**src/rtl/mode_register.sv**
```systemverilog
// WIDTH-bit hold/load/count/shift register with terminal-count and zero flags.
// Optional single-level undo via MODE_REGISTER_UNDO_EN.
module mode_register #(
  parameter int               WIDTH     = 4,
  parameter logic [WIDTH-1:0] RESET_VAL = '0,
  parameter bit               SATURATE  = 1'b0
) (
  input  logic             clk,
  input  logic             status,
`ifdef MODE_REGISTER_UNDO_EN
  input  logic             undo,
`endif
  input  logic             en,
  input  logic [2:0]       mode,
  input  logic [WIDTH-1:0] d,
  input  logic             ser_in,
  input  logic [WIDTH-1:0] tc_val,
  output logic [WIDTH-1:0] q,
  output logic             zero,
  output logic             tc,
  output logic             ovf
);

  localparam logic [WIDTH-1:0] ONES = '1;
  localparam logic [WIDTH-1:0] ZERO = '0;
  localparam logic [WIDTH-1:0] ONE  = {{(WIDTH-1){1'b0}}, 1'b1};

  logic [WIDTH-1:0] q_nxt;
  logic             ovf_nxt;

`ifdef MODE_REGISTER_UNDO_EN
  logic [WIDTH-1:0] shadow;
  logic             upd;

  // Only real operations refresh the shadow, so holds keep undo available.
  assign upd = en && !undo &&
               (mode inside {3'b001, 3'b010, 3'b011, 3'b100, 3'b101});
`endif

  always_comb begin
    q_nxt   = q;
    ovf_nxt = 1'b0;
    if (en) begin
      unique case (mode)
        3'b001: q_nxt = d;
        3'b010: begin
          if (q == ONES) begin
            ovf_nxt = 1'b1;
            q_nxt   = SATURATE ? ONES : ZERO;
          end else begin
            q_nxt = q + ONE;
          end
        end
        3'b011: begin
          if (q == ZERO) begin
            ovf_nxt = 1'b1;
            q_nxt   = SATURATE ? ZERO : ONES;
          end else begin
            q_nxt = q - ONE;
          end
        end
        3'b100: q_nxt = {q[WIDTH-2:0], ser_in};
        3'b101: q_nxt = {ser_in, q[WIDTH-1:1]};
        default: q_nxt = q;
      endcase
    end
`ifdef MODE_REGISTER_UNDO_EN
    if (undo) begin
      q_nxt   = shadow;
      ovf_nxt = 1'b0;
    end
`endif
  end

  always_ff @(posedge clk or posedge status) begin
    if (status) begin
      q    <= RESET_VAL;
      zero <= (RESET_VAL == ZERO);
      tc   <= 1'b0;
      ovf  <= 1'b0;
    end else begin
      q    <= q_nxt;
      zero <= (q_nxt == ZERO);
      tc   <= (q_nxt == tc_val);
      ovf  <= ovf_nxt;
    end
  end

`ifdef MODE_REGISTER_UNDO_EN
  always_ff @(posedge clk or posedge status) begin
    if (status) begin
      shadow <= RESET_VAL;
    end else if (upd) begin
      shadow <= q;
    end
  end
`endif

endmodule

```
**config.mk**
```make
export PLATFORM = sky130hd
export DESIGN_NAME = mode_register
export DESIGN_NICKNAME = d
export VERILOG_FILES = /design/src/rtl/mode_register.sv
export SDC_FILE = /design/constraint.sdc
export NUM_CORES = 1
export LEC_CHECK = 0
export ABC_CLOCK_PERIOD_IN_PS = 5700
export CAP_MARGIN = 20
export CORE_AREA = 4 4 44 46
export CTS_CLUSTER_SIZE = 28
export DETAILED_ROUTE_END_ITERATION = 7
export DIE_AREA = 0 0 48 50
export PLACE_DENSITY = 0.81
export RECOVER_POWER = 100
export SKIP_CTS_REPAIR_TIMING = 1
export SLEW_MARGIN = 25
export SYNTH_ARGS = -nofsm -noshare
export SYNTH_HDL_FRONTEND = slang
export SYNTH_SLANG_ARGS = --single-unit
```
**constraint.sdc**
```tcl
create_clock -name clk -period 5.7 [get_ports clk]
set_clock_uncertainty 0.1 [all_clocks]
set_input_delay 1.14 -clock clk [delete_from_list [all_inputs] [get_ports clk]]
set_output_delay 1.14 -clock clk [all_outputs]
set_load 0.02 [all_outputs]
```
==> out/metrics.csv, run 1 <==
metric;value;unit
status;finished clean;
synthesis warning total;0;
DR DRC count;0;
maximum fanout encountered on the critical timing path;16;
most used cells in the layout excluding fill and tap cells;12 x sky130_fd_sc_hd__clkdlybuf4s50_1, 9 x sky130_fd_sc_hd__dlygate4sd3_1, 6 x sky130_fd_sc_hd__inv_1, 6 x sky130_fd_sc_hd__o21ai_0, 6 x sky130_fd_sc_hd__dfrtp_1;
number of nets produced by synthesis;106;
P_leak;0.3873;nW
violation count after the first detailed-route iteration;16;
vias in the first global route;616;
# IOs;22;
Post-layout nets;124;
cell at the root of the clock tree;sky130_fd_sc_hd__clkbuf_4;
kind of start point of the critical path;primary input;
pin slew with the least headroom to its limit;0.6163;ns
fin cells;122;
average wire per cell in the routed design;14.27;um
Sink Count;7;
layout cell share with drive strength beyond 1;7.547;%
fin crit share;58.38;%
Mapped Cells;89;
final-report max-slew violation count;0;
Worst setup EP type;flip-flop;
number of antenna violations at the first check in global routing;0;
first-pass GRT wire length;2.684;mm
area overhead of the layout relative to synthesis;28.11;%
Max-cap violations;0;
RSZ-0062 raised after global routing;false;
height of the chip;50;um
area of the core;0.001506;mm^2
Fin. Hold Viols;0;
largest net degree at the start of global routing;17;
overflow left after global routing;0;
count of final setup violators;0;
clock latency reported for the late side of the worst-skew pair;0.25;ns
class of the most critical hold timing path;flip-flop to flip-flop;
maximum number of buffers from clock root to sink;2;
Cell Area, Synth;743.2;um^2
cell family contributing the most delay on the critical path;buffers and inverters;
Detailed Route WL;1.741;mm
area share of the largest cell type after synthesis;20.20;%
register bit total from synthesis;7;
clock tree from TritonCTS;done;
ranking of synthesized cells by area;sky130_fd_sc_hd__dfrtp_1 20%, sky130_fd_sc_hd__mux2i_1 4.0%, sky130_fd_sc_hd__dfstp_2 3.5%;
number of buffers inserted during clock tree synthesis;3;
Buf+Inv Stages, Crit Path;1;
antenna diode instance count;0;
Port Buf Inserts;21;
time the final worst path needs with I/O delays and setup;3.328;ns
clock-pin transition on the worst setup and hold timing paths;0.05;ns
die boundary width;48;um
data arrival time of the critical path;3.37;ns
required time reported for the critical path endpoint;5.74;ns
TritonRoute pass-1 iters;4;
final estimated routing congestion in global placement;0.9034;
synthesized area per cell;8.351;um^2
number of placement rows;14;
effective utilization at floorplan;49.34;%
number of levels in the clock H-tree;1;
post-detail-place hpwl;1.311;mm
standard cell with the maximum stage delay on the critical path;sky130_fd_sc_hd__dlygate4sd3_1;
total vias in the final route;723;
most frequent standard cell in the layout excluding fill and tap cells;sky130_fd_sc_hd__clkdlybuf4s50_1;
slew margin rel.;58.78;%
areal power density over the cells;261.4;mW/mm^2
floorplan die area;0.002400;mm^2
total negative slack;0;ns
post-route antenna net violation count;0;
f_max;300.5;MHz
Worst IR Drop VDD;0.0001103;V
Placed Cells;118;
count of unique library cells instantiated by Yosys;43;
ordered cell list for the critical path;dlygate4sd3_1, mux2_1, a221oi_1, a21o_1, xor2_2, a31oi_1, nor4_1;
overall fraction of global-route tracks in use;15.02;%
category of the most critical setup path;primary input to flip-flop;
register area share after synthesis;23.74;%
via-per-instance ratio;5.926;
most area-hungry cell type in the Yosys netlist;sky130_fd_sc_hd__dfrtp_1;
Worst path max stage delay;0.93;ns
## synthesized netlist by cell type
master,number
sky130_fd_sc_hd__dfrtp_1,6
sky130_fd_sc_hd__o31a_2,1
sky130_fd_sc_hd__mux2_1,1
sky130_fd_sc_hd__clkbuf_1,1
sky130_fd_sc_hd__and2_1,1
sky130_fd_sc_hd__buf_4,1
sky130_fd_sc_hd__a211oi_1,2
sky130_fd_sc_hd__o32ai_1,1
sky130_fd_sc_hd__o221ai_1,1
sky130_fd_sc_hd__o21ai_1,2
sky130_fd_sc_hd__o31a_1,2
sky130_fd_sc_hd__o21ai_0,5
sky130_fd_sc_hd__nor4_1,2
sky130_fd_sc_hd__ha_1,2
sky130_fd_sc_hd__or4b_1,1
sky130_fd_sc_hd__nand2b_1,4
sky130_fd_sc_hd__a21oi_1,4
sky130_fd_sc_hd__or2_1,1
sky130_fd_sc_hd__buf_6,1
sky130_fd_sc_hd__mux2i_1,3
sky130_fd_sc_hd__inv_1,6
sky130_fd_sc_hd__o32a_1,1
sky130_fd_sc_hd__a21o_1,2
sky130_fd_sc_hd__xor2_1,2
sky130_fd_sc_hd__xnor2_1,3
sky130_fd_sc_hd__o211ai_1,1
sky130_fd_sc_hd__a32oi_1,1
sky130_fd_sc_hd__nand3_1,2
sky130_fd_sc_hd__nand4_1,1
sky130_fd_sc_hd__a2bb2oi_1,1
sky130_fd_sc_hd__nor3b_1,1
sky130_fd_sc_hd__mux2_2,1
sky130_fd_sc_hd__a31oi_1,2
sky130_fd_sc_hd__a221oi_1,1
sky130_fd_sc_hd__dfstp_2,1
sky130_fd_sc_hd__nor4_2,1
sky130_fd_sc_hd__nand2_1,5
sky130_fd_sc_hd__a41oi_2,1
sky130_fd_sc_hd__xor2_2,1
sky130_fd_sc_hd__nor2_1,5
sky130_fd_sc_hd__a21bo_1,1
sky130_fd_sc_hd__nor2b_1,2
sky130_fd_sc_hd__buf_2,5
## through the flow
stage / total power, mW / worst slack [ns] / instance area, um^2 / utilization (%) / hold slack, ns
after CTS: 0.2557 / 2.486 / 952.2 / 63.21 / 0.6789
after global routing: 0.2663 / 2.240 / 952.2 / 63.21 / 0.7549
after global placement: 0.2079 / 2.271 / 925.9 / 61.46 / 0.6289
final: 0.2489 / 2.372 / 952.2 / 63.21 / 0.6879
after floorplan: 0.1683 / 3.076 / 743.2 / - / 0.6927
after detailed placement: 0.2092 / 2.228 / 925.9 / 61.46 / 0.6633
## layer usage
metal	routed length [um]	vias up	track usage (%)
met4	0	0	2.691
met5	0	-	0
met2	843	25	21.81
li1	-	361	-
met1	803	337	21.83
met3	93	0	4.364
## area by class of cell
cell class	count	area, um^2
fillers	135	554.3
flip-flops and latches	7	176.4
well taps	16	20.02
clock buffers	4	26.28
inverters	6	22.52
multi-input cells	68	496.7
repair buffers	21	210.2
## path summary, 6_finish.rpt
check | endpoint | cells after the start | slack [ns] | start
worst min register to register | q[0] | 2 | 0.69 | q[0]
worst max register to register | tc | 8 | 3.31 | q[0]
worst min-delay path | q[0] | 2 | 0.69 | q[0]
min in group asynchronous | q[2] | 2 | 1.15 | status
worst max-delay path | tc | 7 | 2.37 | mode[0]
max in group asynchronous | zero | 2 | 4.09 | status
## kinds of logic (layout without fill, tap and decap cells)
logic type | count (synthesis) | in the layout | synth area share (%)
compound gates | 29 | 29 | 28.62
simple gates | 26 | 26 | 19.70
buf+inv | 14 | 31 | 9.427
flops | 7 | 7 | 23.74
xor+xnor | 6 | 6 | 8.082
mux | 5 | 5 | 7.071
fa+ha+maj | 2 | 2 | 3.366
## flip-flops by register name (all words and copies together), names as in the netlist
signal,flops
ovf,1
q,4
tc,1
zero,1
## worst min-delay path, stage by stage, from the launching register on
cell	delay, ns
sky130_fd_sc_hd__dfrtp_1	0.49
sky130_fd_sc_hd__nand2_1	0.09
sky130_fd_sc_hd__o21ai_0	0.13
## power breakdown
part	leakage, nW	switching (mW)	internal [mW]
combinational	0.283	0.0642	0.0604
clock	0.0150	0.0171	0.0266
sequential	0.0895	0.0195	0.0610
total	0.387	0.101	0.148
No activity file was read; power rests on OpenSTA's default activity.
==> run 2: changes to the inputs <==
ABC_CLOCK_PERIOD_IN_PS = 3300   (was 5700)
CORE_AREA = 4 4 46 48   (was 4 4 44 46)
DIE_AREA = 0 0 50 52   (was 0 0 48 50)
PLACE_DENSITY = 0.74   (was 0.81)
clock period = 3.3 ns   (was 5.7 ns; I/O delays follow)
==> run 2 against run 1 <==
Clock power increased by 68%. Flip-flop and latch count unchanged. Global-route usage decreased by 0.21 points. Non-clock buffer count increased by 1. Register-to-register slack got worse by 2.4 ns.
==> out/metrics.csv, run 2 (synthesized netlist as in run 1, its figures left out) <==
metric;value;unit;change
overflow left after global routing;0;;unchanged
status;finished clean;;unchanged
sequential share of power;32.3;%;about the same
met3 GRT Util;2.579;%;was 4.364%
total negative slack;0;ns;unchanged
Layout fillers;162;;was 135
via-per-instance ratio;5.621;;was 5.926
floorplan die area;0.002600;mm^2;was 0.002400 mm^2
maximum fanout encountered on the critical timing path;12;;was 16
Worst setup EP type;flip-flop;;unchanged
max reg flops;4;;unchanged
most used cells in the layout excluding fill and tap cells;12 x sky130_fd_sc_hd__clkdlybuf4s50_1, 9 x sky130_fd_sc_hd__dlygate4sd3_1, 6 x sky130_fd_sc_hd__inv_1, 6 x sky130_fd_sc_hd__o21ai_0, 6 x sky130_fd_sc_hd__dfrtp_1;;unchanged
Fin. Hold Viols;0;;unchanged
relative contribution of the clock network to total power;17.2;%;was 17.6%
Detailed Route WL;1.742;mm;was 1.741 mm
Max-cap violations;0;;unchanged
clock tree from TritonCTS;done;;unchanged
pin slew with the least headroom to its limit;0.3987;ns;was 0.6163 ns
Worst IR Drop VDD;0.0001946;V;was 0.0001103 V
Port Buf Inserts;21;;unchanged
reg-to-reg critical path endpoint;tc;;unchanged
data arrival time of the critical path;2.68;ns;was 3.37 ns
Post-layout nets;125;;was 124
largest net degree at the start of global routing;16;;was 17
total internal power;0.2560;mW;was 0.1480 mW
f_max;378.6;MHz;
number of placement rows;15;;was 14
standard cell with the maximum stage delay on the critical path;sky130_fd_sc_hd__dlygate4sd3_1;;unchanged
worst reg2reg path startpoint;q[0];;unchanged
overall fraction of global-route tracks in use;14.81;%;was 15.02%
class of the most critical hold timing path;primary input to async pin;;was flip-flop to flip-flop
TritonRoute pass-1 iters;5;;was 4
layout cell share with drive strength beyond 1;7.477;%;was 7.547%
first-pass GRT wire length;2.994;mm;was 2.684 mm
setup slack, reg-to-reg;0.93;ns;was 3.31 ns
number of cells on the worst reg-to-reg path;8;;unchanged
effective utilization at floorplan;43.52;%;was 49.34%
area overhead of the layout relative to synthesis;29.63;%;was 28.11%
die boundary width;50;um;was 48 um
clock-pin transition on the worst setup and hold timing paths;0.05;ns;about the same
met2 global-route usage;24.13;%;was 21.81%
Worst path max stage delay;0.69;ns;was 0.93 ns
category of the most critical setup path;primary input to flip-flop;;unchanged
switching portion of total power;40.08;%;was 40.51%
time the final worst path needs with I/O delays and setup;2.642;ns;
Sink Count;7;;unchanged
part of the total power dissipated in combinational logic;50.4;%;was 50.1%
violation count after the first detailed-route iteration;24;;was 16
slew margin rel.;73.07;%;was 58.78%
count of final setup violators;0;;unchanged
NetSw;0.1712;mW;was 0.1008 mW
area of the core;0.001708;mm^2;was 0.001506 mm^2
DR DRC count;0;;unchanged
required time reported for the critical path endpoint;3.34;ns;was 5.74 ns
height of the chip;52;um;was 50 um
most frequent standard cell in the layout excluding fill and tap cells;sky130_fd_sc_hd__clkdlybuf4s50_1;;unchanged
total vias in the final route;742;;was 723
kind of start point of the critical path;primary input;;unchanged
antenna diode instance count;0;;unchanged
areal power density over the cells;443.3;mW/mm^2;was 261.4 mW/mm^2
final core utilization;56.41;%;was 63.21%
maximum number of buffers from clock root to sink;2;;unchanged
vias in the first global route;657;;was 616
start point of the critical path;mode[2];;was mode[0]
number of antenna violations at the first check in global routing;0;;unchanged
post-detail-place hpwl;1.370;mm;was 1.311 mm
Post-Place Setup Slack;0.5140;ns;was 2.228 ns
final-report max-slew violation count;0;;unchanged
ordered cell list for the critical path;dlygate4sd3_1, nor2_1, a21o_1, mux2_1, xor2_1, nor4_1;;was dlygate4sd3_1, mux2_1, a221oi_1, a21o_1, xor2_2, a31oi_1, nor4_1
grt peak-use layer;met2;;was met1
final estimated routing congestion in global placement;0.9078;;was 0.9034
average wire per cell in the routed design;13.20;um;was 14.27 um
cell at the root of the clock tree;sky130_fd_sc_hd__clkbuf_4;;unchanged
fin crit share;80.05;%;
P_leak;0.3917;nW;was 0.3873 nW
post-route antenna net violation count;0;;unchanged
number of levels in the clock H-tree;1;;unchanged
number of buffers inserted during clock tree synthesis;3;;unchanged
fraction of met1 tracks used by global routing;19.90;%;was 21.83%
# IOs;22;;unchanged
crit path setup slack, layout;0.6584;ns;was 2.372 ns
RSZ-0062 raised after global routing;false;;unchanged
Biggest register;q;;unchanged
clock latency reported for the late side of the worst-skew pair;0.24;ns;was 0.25 ns
-- run 2: power groups by stage --
stage	sequential (mW)	clock, mW	combinational (mW)
2_1_floorplan	0.142	0	0.149
3_3_place_gp	0.139	0	0.223
3_5_place_dp	0.141	0	0.224
4_1_cts	0.139	0.0770	0.225
5_1_grt	0.144	0.0845	0.238
6_report	0.138	0.0737	0.215
-- run 2: how the worst max path moves through the flow --
stage / end / slack [ns] / depth (start not counted)
2_1_floorplan: tc / 1.13 / 9
3_3_place_gp: tc / 0.58 / 6
3_5_place_dp: tc / 0.51 / 6
4_1_cts: tc / 0.77 / 6
5_1_grt: tc / 0.50 / 6
6_report: tc / 0.66 / 6
-- run 2: cell type report --
type                       instances  area, um^2  area share [%]
inverter                           6       22.52           2.338
tap                               25       31.28           3.247
sequential                         7       176.4           18.31
clock buffer                       4       26.28           2.727
multi-input combinational         68       489.2           50.78
timing repair buffer              22       217.7           22.60
-- run 2: worst max-delay path: cells and delay by family --
kind,cells,cell delay [ns]
simple gates,2,0.48
buf+inv,1,0.69
compound gates,1,0.28
xor+xnor,1,0.16
mux,1,0.41
-- run 2: through the flow --
stage / std cells / total power, mW / instance area, um^2 / hold slack [ns]
2_1_floorplan: 89 / 0.2907 / 743.2 / 0.3627
3_3_place_gp: 128 / 0.3619 / 944.7 / 0.6335
3_5_place_dp: 128 / 0.3651 / 944.7 / 0.6487
4_1_cts: 132 / 0.4414 / 970.9 / 0.5389
5_1_grt: 132 / 0.4662 / 963.4 / 0.6833
6_report: 132 / 0.4271 / 963.4 / 0.6727
-- run 2: layer usage --
| metal | part of all wire, % | wire [um] | up-vias |
|---|---|---|---|
| met3 | 7.5 | 130 | 0 |
| li1 | - | - | 363 |
| met1 | 44 | 758 | 348 |
| met2 | 49 | 853 | 31 |
| met4 | 0 | 0 | 0 |
| met5 | 0 | 0 | - |
==> run 3: changes to the inputs <==
ABC_CLOCK_PERIOD_IN_PS = 2250   (was 3300)
CORE_AREA = 4 4 48 50   (was 4 4 46 48)
DIE_AREA = 0 0 52 54   (was 0 0 50 52)
PLACE_DENSITY = 0.71   (was 0.74)
clock period = 2.25 ns   (was 3.3 ns; I/O delays follow)
==> run 3 against run 2 <==
Non-clock buffer count grew 18. Wire length is 9.7% higher. Final area grew 17%. Via count rose by 3.6%. Largest cell class unchanged.
==> out/metrics.csv, run 3 (synthesized netlist as in run 1, its figures left out) <==
metric;value;unit;change
total vias in the final route;769;;was 742
total negative slack;0;ns;unchanged
Worst setup EP type;flip-flop;;unchanged
RSZ-0062 raised after global routing;false;;unchanged
kind of start point of the critical path;primary input;;unchanged
vias in the first global route;712;;was 657
post-detailed-placement cell area;0.001075;mm^2;was 944.7 um^2
first-pass GRT wire length;3.098;mm;was 2.994 mm
Biggest register;q;;unchanged
floorplan die area;0.002808;mm^2;was 0.002600 mm^2
overflow left after global routing;0;;unchanged
total power consumption of the routed design;0.6977;mW;was 0.4271 mW
via-per-instance ratio;5.059;;was 5.621
TritonRoute pass-1 iters;4;;was 5
number of levels in the clock H-tree;1;;unchanged
Max-cap violations;0;;unchanged
violation count after the first detailed-route iteration;25;;was 24
Post-layout nets;143;;was 125
largest net degree at the start of global routing;12;;was 16
final estimated routing congestion in global placement;0.8535;;was 0.9078
area of the core;0.001902;mm^2;was 0.001708 mm^2
Sink Count;7;;unchanged
start point of the critical path;mode[0];;was mode[2]
slew margin rel.;76.96;%;was 73.07%
areal power density over the cells;619.6;mW/mm^2;was 443.3 mW/mm^2
cell at the root of the clock tree;sky130_fd_sc_hd__clkbuf_4;;unchanged
number of placement rows;16;;was 15
fin crit share;97.17;%;
maximum number of buffers from clock root to sink;2;;unchanged
class of the most critical hold timing path;primary input to async pin;;unchanged
uppermost layer routed;met3;;unchanged
area overhead of the layout relative to synthesis;51.52;%;was 29.63%
maximum fanout encountered on the critical timing path;11;;was 12
die boundary width;52;um;was 50 um
f_max;457.4;MHz;
routed length on met1;898;um;was 758 um
number of antenna violations at the first check in global routing;0;;unchanged
category of the most critical setup path;primary input to flip-flop;;unchanged
crit path setup slack, layout;0.06375;ns;was 0.6584 ns
effective utilization at floorplan;39.08;%;was 43.52%
most used cells in the layout excluding fill and tap cells;18 x sky130_fd_sc_hd__buf_4, 12 x sky130_fd_sc_hd__clkdlybuf4s50_1, 8 x sky130_fd_sc_hd__dlygate4sd3_1;;was 12 x sky130_fd_sc_hd__clkdlybuf4s50_1, 9 x sky130_fd_sc_hd__dlygate4sd3_1, 6 x sky130_fd_sc_hd__inv_1, 6 x sky130_fd_sc_hd__o21ai_0, 6 x sky130_fd_sc_hd__dfrtp_1
data arrival time of the critical path;2.24;ns;was 2.68 ns
P_leak;0.4890;nW;was 0.3917 nW
post-detail-place hpwl;1.568;mm;was 1.370 mm
Port Buf Inserts;21;;unchanged
clock latency reported for the late side of the worst-skew pair;0.24;ns;about the same
worst reg2reg path startpoint;q[1];;was q[0]
final-report max-slew violation count;0;;unchanged
most frequent standard cell in the layout excluding fill and tap cells;sky130_fd_sc_hd__buf_4;;was sky130_fd_sc_hd__clkdlybuf4s50_1
overall fraction of global-route tracks in use;14.58;%;was 14.81%
Finished Cell Area;0.001126;mm^2;was 963.4 um^2
clock-pin transition on the worst setup and hold timing paths;0.05;ns;about the same
layout cell share with drive strength beyond 1;24.80;%;was 7.477%
Post-Place Setup Slack;-0.2497;ns;was 0.5140 ns
DR DRC count;0;;unchanged
max reg flops;4;;unchanged
Detailed Route WL;1.911;mm;was 1.742 mm
required time reported for the critical path endpoint;2.30;ns;was 3.34 ns
status;finished clean;;unchanged
pin slew with the least headroom to its limit;0.3420;ns;was 0.3987 ns
post-route antenna net violation count;0;;unchanged
average wire per cell in the routed design;12.57;um;was 13.20 um
# IOs;22;;unchanged
antenna diode instance count;0;;unchanged
number of buffers inserted during clock tree synthesis;3;;unchanged
count of final setup violators;0;;unchanged
time the final worst path needs with I/O delays and setup;2.186;ns;
detailed route wirelength on metal3;71;um;was 130 um
Fin. Hold Viols;0;;unchanged
clock tree from TritonCTS;done;;unchanged
Detail Route met2 WL;940;um;was 853 um
Worst IR Drop VDD;0.0003016;V;was 0.0001946 V
final core utilization;59.21;%;was 56.41%
height of the chip;54;um;was 52 um
==> run 3: cell type report <==
cell class	instances	area, um^2
Tap cell	27	33.78
Timing Repair Buffer	40	359.1
Multi-Input combinational cell	68	506.7
Inverter	6	22.52
Sequential cell	7	177.7
Clock buffer	4	26.28
Fill cell	184	775.7
==> run 3: critical path: stages <==
cell	delay, ns
sky130_fd_sc_hd__clkdlybuf4s50_1	0.52
sky130_fd_sc_hd__buf_6	0.17
sky130_fd_sc_hd__mux2i_1	0.19
sky130_fd_sc_hd__o32ai_1	0.11
sky130_fd_sc_hd__a21oi_2	0.19
sky130_fd_sc_hd__nor2_1	0.06
sky130_fd_sc_hd__o32a_1	0.29
sky130_fd_sc_hd__nor4_2	0.26
==> run 3: path summary, 6_finish.rpt <==
kind | to | slack [ns] | cells after the start
max in group asynchronous | zero | 1.33 | 2
min in group clk | q[3] | 0.63 | 3
min | ovf | 0.46 | 2
min reg2reg | q[3] | 0.63 | 3
max | tc | 0.06 | 8
max reg2reg | tc | 0.10 | 7
==> run 3: power breakdown <==
group	switching [mW]	internal, mW
combinational	0.204	0.204
clock	0.0440	0.0675
sequential	0.0212	0.156
==> run 3: per-layer routing <==
layer | global-route usage, % | vias to the layer above
li1 | - | 393
met1 | 18.86 | 356
met2 | 25.31 | 20
met3 | 1.662 | 0
met4 | 4.367 | 0
met5 | 0 | -
==> run 3: per-stage QoR <==
step | std cells | hold slack (ns)
2_1_floorplan | 89 | 0.1527
3_3_place_gp | 147 | 0.5888
3_5_place_dp | 147 | 0.5914
4_1_cts | 151 | 0.3283
5_1_grt | 152 | 0.4897
6_report | 152 | 0.4605
